File: config.mk
export PLATFORM = sky130hd
export DESIGN_NAME = serial_subtractor
export DESIGN_NICKNAME = d
export VERILOG_FILES = /design/src/rtl/serial_subtractor_pkg.sv /design/src/rtl/serial_subtractor_fs_bit.sv /design/src/rtl/serial_subtractor.sv
export SDC_FILE = /design/constraint.sdc
export NUM_CORES = 1
export LEC_CHECK = 0
export CORE_ASPECT_RATIO = 1.4
export CORE_MARGIN = 8
export CORE_UTILIZATION = 40
export CTS_BUF_LIST = sky130_fd_sc_hd__clkbuf_16
export CTS_CLUSTER_DIAMETER = 60
export DETAILED_ROUTE_END_ITERATION = 10
export PLACE_DENSITY = 0.7
export SETUP_SLACK_MARGIN = 0.1
export SLEW_MARGIN = 20
export SYNTH_ARGS = -nofsm -noshare
export SYNTH_HDL_FRONTEND = slang
export SYNTH_SLANG_ARGS = --single-unit
File: constraint.sdc
create_clock -name clk -period 2.3 [get_ports clk]
set_input_delay 0.575 -clock clk [delete_from_list [all_inputs] [get_ports clk]]
set_output_delay 0.575 -clock clk [all_outputs]
set_load 0.02 [all_outputs]
File: src/rtl/serial_subtractor_pkg.sv
// Shared definitions for the bit-serial subtractor: FSM state encoding and the
// half-subtractor borrow equation used by every subtractor cell.
package serial_subtractor_pkg;

  typedef enum logic [1:0] {
    S_IDLE  = 2'd0,
    S_SHIFT = 2'd1,
    S_DONE  = 2'd2
  } state_t;

  // Borrow out of x - y for a single bit with no borrow in.
  function automatic logic hs_borrow(input logic x, input logic y);
    return ~x & y;
  endfunction

endpackage

File: src/rtl/serial_subtractor_fs_bit.sv
// One-bit full subtractor (a - b - bin) assembled from two half-subtractor cells
// and an OR gate; purely combinational.
module half_sub
  import serial_subtractor_pkg::*;
(
  input  logic x,
  input  logic y,
  output logic d,
  output logic bo
);

  assign d  = x ^ y;
  assign bo = hs_borrow(x, y);

endmodule

module fs_bit (
  input  logic a,
  input  logic b,
  input  logic bin,
  output logic d,
  output logic bout
);

  logic d1;
  logic b1;
  logic b2;

  half_sub u_hs_ab (
    .x  (a),
    .y  (b),
    .d  (d1),
    .bo (b1)
  );

  // The second cell subtracts the incoming borrow from the partial difference.
  half_sub u_hs_bin (
    .x  (d1),
    .y  (bin),
    .d  (d),
    .bo (b2)
  );

  assign bout = b1 | b2;

endmodule

File: src/rtl/serial_subtractor.sv
// Bit-serial unsigned subtractor: diff = a - b computed LSB first over WIDTH
// clocks with a registered borrow chain and a start/busy/done handshake.
module serial_subtractor
  import serial_subtractor_pkg::*;
#(
  parameter int WIDTH = 8
) (
  input  logic             clk,
  input  logic             rst,
  input  logic             start,
  input  logic [WIDTH-1:0] a,
  input  logic [WIDTH-1:0] b,
  output logic             busy,
  output logic             done,
  output logic [WIDTH-1:0] diff,
  output logic             borrow
);

  localparam int CW = (WIDTH > 1) ? $clog2(WIDTH) : 1;
  localparam logic [CW-1:0] LAST = CW'(WIDTH - 1);

  state_t          state;
  logic [WIDTH-1:0] sa;
  logic [WIDTH-1:0] sb;
  logic [CW-1:0]    cnt;
  logic             bff;
  logic             d;
  logic             bo;

  fs_bit u_fs (
    .a    (sa[0]),
    .b    (sb[0]),
    .bin  (bff),
    .d    (d),
    .bout (bo)
  );

  always_ff @(posedge clk) begin
    if (rst) begin
      state  <= S_IDLE;
      sa     <= '0;
      sb     <= '0;
      cnt    <= '0;
      bff    <= 1'b0;
      busy   <= 1'b0;
      done   <= 1'b0;
      diff   <= '0;
      borrow <= 1'b0;
    end else begin
      case (state)
        S_IDLE: begin
          done <= 1'b0;
          if (start) begin
            sa     <= a;
            sb     <= b;
            bff    <= 1'b0;
            cnt    <= '0;
            diff   <= '0;
            borrow <= 1'b0;
            busy   <= 1'b1;
            state  <= S_SHIFT;
          end
        end
        S_SHIFT: begin
          sa   <= sa >> 1;
          sb   <= sb >> 1;
          diff <= {d, diff[WIDTH-1:1]};
          bff  <= bo;
          // Counter is parked at zero on the last bit so it never passes WIDTH-1.
          if (cnt == LAST) begin
            cnt    <= '0;
            borrow <= bo;
            done   <= 1'b1;
            state  <= S_DONE;
          end else begin
            cnt <= cnt + 1'b1;
          end
        end
        S_DONE: begin
          done  <= 1'b0;
          busy  <= 1'b0;
          state <= S_IDLE;
        end
        default: begin
          done  <= 1'b0;
          busy  <= 1'b0;
          state <= S_IDLE;
        end
      endcase
    end
  end

endmodule
# Word-level counts from Yosys, hierarchy flattened
# Cells that the tools add are included.
[totals]
ff_bits = 33
output_inout_bits = 11
wordCells = 47
[op_classes]
addsub = 1
eq_ne = 4
muxes = 18
bitwise = 8
reduce_logical = 7
[ops]
columns = ["operator", "count"]
rows = [
  ["one-hot mux 8 bit (2 select lines)", 3],
  ["two-way mux 8 bit", 3],
  ["two-way mux 3 bit", 2],
  ["one-hot mux 1 bit (2 select lines)", 3],
  ["one-hot mux 3 bit (2 select lines)", 1],
  ["AND reduction 2 bit", 3],
  ["two-way mux 2 bit", 2],
  ["inequality test 2 bit, second input constant", 2],
  ["one-hot mux 2 bit (2 select lines)", 1],
  ["adder 3 x 1 -> 3 bit, second input constant", 1],
  ["== test 3 bit, second input constant", 1],
  ["two-way mux 1 bit", 3],
  ["inverter 1 bit", 3],
  ["AND reduction 3 bit", 1],
  ["bitwise AND 1 bit", 2],
  ["== test 2 x 1 -> 1 bit, second input constant", 1],
  ["logical NOT 2 bit", 1],
  ["nonzero test 2 bit", 1],
  ["OR reduction 2 bit", 1],
  ["XOR 1 bit", 2],
  ["OR 1 bit", 1],
]

# Longest topological paths before layout
[logic_depth]
word_depth = 6
depth_mapped = 6

# Cells and area by module
# From an unflattened synthesis, not the netlist that was laid out.
[unflattened]
hier_cells = 159
hier_area_um2 = 1502.7
[modules_own_cells]
columns = ["module", "n_inst", "cells_per_inst", "area_per_inst_um2"]
rows = [
  ["serial_subtractor", 1, 152, 1456.4],
  ["half_sub", 2, 3, 20.0],
  ["fs_bit", 1, 1, 6.3],
]

# Worst setup path after synthesis
# No wires, ideal clock.
[synth_timing]
path_type = "input to register"
start = "in rst"
end = "reg bff"
arrival_ns = 1.272
slack_ns = 0.890
path_stages = 3
n_path_buf = 2
path_cell_list = "clkbuf_1 > clkbuf_1 > nor2_1"
[synth_lines]
columns = ["element", "line", "text"]
rows = [
  ["start: declaration", "serial_subtractor.sv:9", "input logic rst,"],
  ["end signal: assignment", "serial_subtractor.sv:68", "bff <= bo;"],
  ["end: declaration", "serial_subtractor.sv:26", "logic bff;"],
]
# No word-level cell between the ends.

# Final worst setup path
[layout_timing]
start = "reg diff[7]"
end = "out diff[7]"
[layout_lines]
columns = ["element", "line", "text"]
rows = [
  ["start: declaration", "serial_subtractor.sv:15", "output logic [WIDTH-1:0] diff,"],
  ["start signal: assignment", "serial_subtractor.sv:67", "diff <= {d, diff[WIDTH-1:1]};"],
]
# No word-level cell between the ends.

==> impl_metrics.ini <==
[clock_tree]
clkLatencyLatePin_ns = 0.27
ctsHoldBuffers = 0
cts-root-buf = clkbuf_16
cts_tree = done
cts_buffers = 5
clk_transition_reported_paths_ns = 0.05
cts_sinks = 33
cts_buffer_depth = 2
cts_setup_buffers = 0
htreeDepth = 2
cts_resized = 0

[detailed_routing]
dr.pass1.iters = 4
drc_errors = 0
totalWireLength_um = 3020
drt_iter0_markers = 44
vias_per_cell = 5.20
wl_per_cell_um = 13.2
drtAntennaViolNets = 0
vias = 1186

[placement]
post-place-ws_ns = 0.369
dp_hpwl_um = 2200
placed_cell_area_mm2 = 0.00179
io_buffers = 29
gp_congestion = 0.733

[yosys]
syn-mean-instance-area_um2 = 9.57
syn_nets = 182
synthesis.area_mm2 = 0.00152
synth_cell_types = 30
ys_ff_latch = 33
ys_warn_count = 0
ys_seq_area_frac = 0.434
postSynthCellCount = 159

[die]
dieArea_mm2 = 0.00606
chipWidth_um = 68.1
start_util = 0.418
ioPinCount = 30
die_h_um = 89.0
rows = 26
coreArea_mm2 = 0.00364

[cells_and_area]
drive_gt1_frac = 0.172
n_antenna_cell = 0
layout_common_cells = 33 x dfxtp_1, 29 x clkdlybuf4s50_1, 27 x nor2_1, 16 x nand2_1, 11 x a22oi_1
multi_input_area_um2 = 737
area_growth_pct = 26.7
final_common_cell = dfxtp_1
nets = 208
register_area_um2 = 661
final_area_mm2 = 0.00193
fin_util = 0.529
fillers = 335

[worst_setup_path]
critPathCaptureType = primary output
arrival_ns = 1.25
critical_path.top_delay_family = buffers and inverters
critPathSlowestCell = clkdlybuf4s50_1
critical_path.max_stage_delay_ns = 0.62
worstPathMaxFanout = 3
start_kind = flip-flop
critPathBufInv = 1
crit_chain = clkdlybuf4s50_1
crit_type = flip-flop to primary output
worst_ep_required_time_ns = 1.73

[pwr]
p_leak_nw = 0.731
max-vdd-ir-drop_v = 0.000620
power_density_mw_per_mm2 = 750

[grt]
grt_max_degree = 27
antenna_found_initial = 0
grt_pass1_wl_um = 5370
grt_overflow_total = 0
grt_usage = 0.114
grt_pass1_vias = 1253

[sta]
worst_pin_slew_ns = 0.625
fin_setup_tns_ns = 0
worst_slack_ns = 0.478
fmax_mhz = 549
period_minus_slack_ns = 1.82
slew_violations = 0
grt_setup_unrepaired = false
slew_headroom = 0.584
setup_viol_count_final = 0
hold_violations = 0
skew_ns = 0.00570
fin_crit_sh = 0.792

[flow_run]
cap_violations = 0

[outcome]
status = complete, no violations

[hold_path]
hold_class = flip-flop to flip-flop
[routing by layer]
| metal | GRT usage | wire length [um] | vias to the layer above |
|---|---|---|---|
| met1 | 0.125 | 1300 | 556 |
| met3 | 0.0414 | 171 | 2 |
| met2 | 0.193 | 1530 | 26 |
| met5 | 0 | 0 | - |
| met4 | 0.0393 | 13 | 0 |
| li1 | - | - | 602 |
[state kept, by name, indices dropped and copies added, names as in the netlist]
name,cells
diff,8
busy,1
sb,8
sa,8
done,1
borrow,1
bff,1
cnt,3
state,2
[logic make-up after synthesis]
logic type / Yosys count / synth area share
simple gates: 57 / 0.169
compound gates: 49 / 0.278
flops: 33 / 0.434
buf+inv: 16 / 0.0814
fa+ha+maj: 4 / 0.0378
[synth_stat cells (all sizes together)]
master,number,area [um^2]
buf,10,101
fa,1,20.0
nor3b,1,7.51
a21oi,17,115
o22ai,2,12.5
a311oi,1,15.0
ha,3,37.5
a211oi,14,145
nor2,27,101
nand3b,1,7.51
nor3,2,10.0
nor2b,4,32.5
dfxtp,33,661
a2bb2oi,1,8.76
o21bai,1,18.8
clkbuf,4,15.0
a221oi,1,8.76
nand2b,4,25.0
a22oi,11,82.6
nand2,17,66.3
o21ba,1,16.3
inv,2,7.51
or2,1,6.26
[power by group]
part / leakage (nW) / switching, mW / total [mW] / internal [mW]
Sequential: 0.271 / 0.0237 / 0.630 / 0.606
Clock: 0.0687 / 0.223 / 0.613 / 0.390
Combinational: 0.392 / 0.104 / 0.203 / 0.0988
Total: 0.731 / 0.350 / 1.45 / 1.10
[path summary, 6_finish.rpt]
path,startpoint,endpoint,slack [ns],cells after the start
hold / removal,busy$_SDFFE_PP0P_,busy$_SDFFE_PP0P_,0.45,2
setup reg to reg,state[0]$_SDFFE_PP0P_,sb[6]$_SDFFE_PP0P_,0.64,4
setup / recovery,diff[7]$_SDFFE_PP0P_,diff[7],0.48,1
hold reg to reg,busy$_SDFFE_PP0P_,busy$_SDFFE_PP0P_,0.45,2
[area by class of cell]
class | count | share of cell area
tap | 42 | 0.0273
timing repair buffer | 33 | 0.173
multi-input combinational | 110 | 0.382
clock inverter | 3 | 0.00649
clock buffer | 5 | 0.0649
inverter | 2 | 0.00389
sequential | 33 | 0.343
[metrics by stage]
| step | total power [mW] | hold WS [ns] | std cells |
|---|---|---|---|
| floorplan | 0.791 | 0.455 | 159 |
| global placement | 0.840 | 0.448 | 220 |
| detailed placement | 0.846 | 0.455 | 220 |
| CTS | 1.46 | 0.463 | 228 |
| global route | 1.52 | 0.502 | 228 |
| finish | 1.45 | 0.454 | 228 |
[tightest hold or removal path: cells and delay by family (launching register included)]
family / cells / cell delay (ns)
flip-flops: 1 / 0.31
buffers and inverters: 1 / 0.05
AO/OA/AOI/OAI: 1 / 0.05
Power figures use the tool's default switching activity.
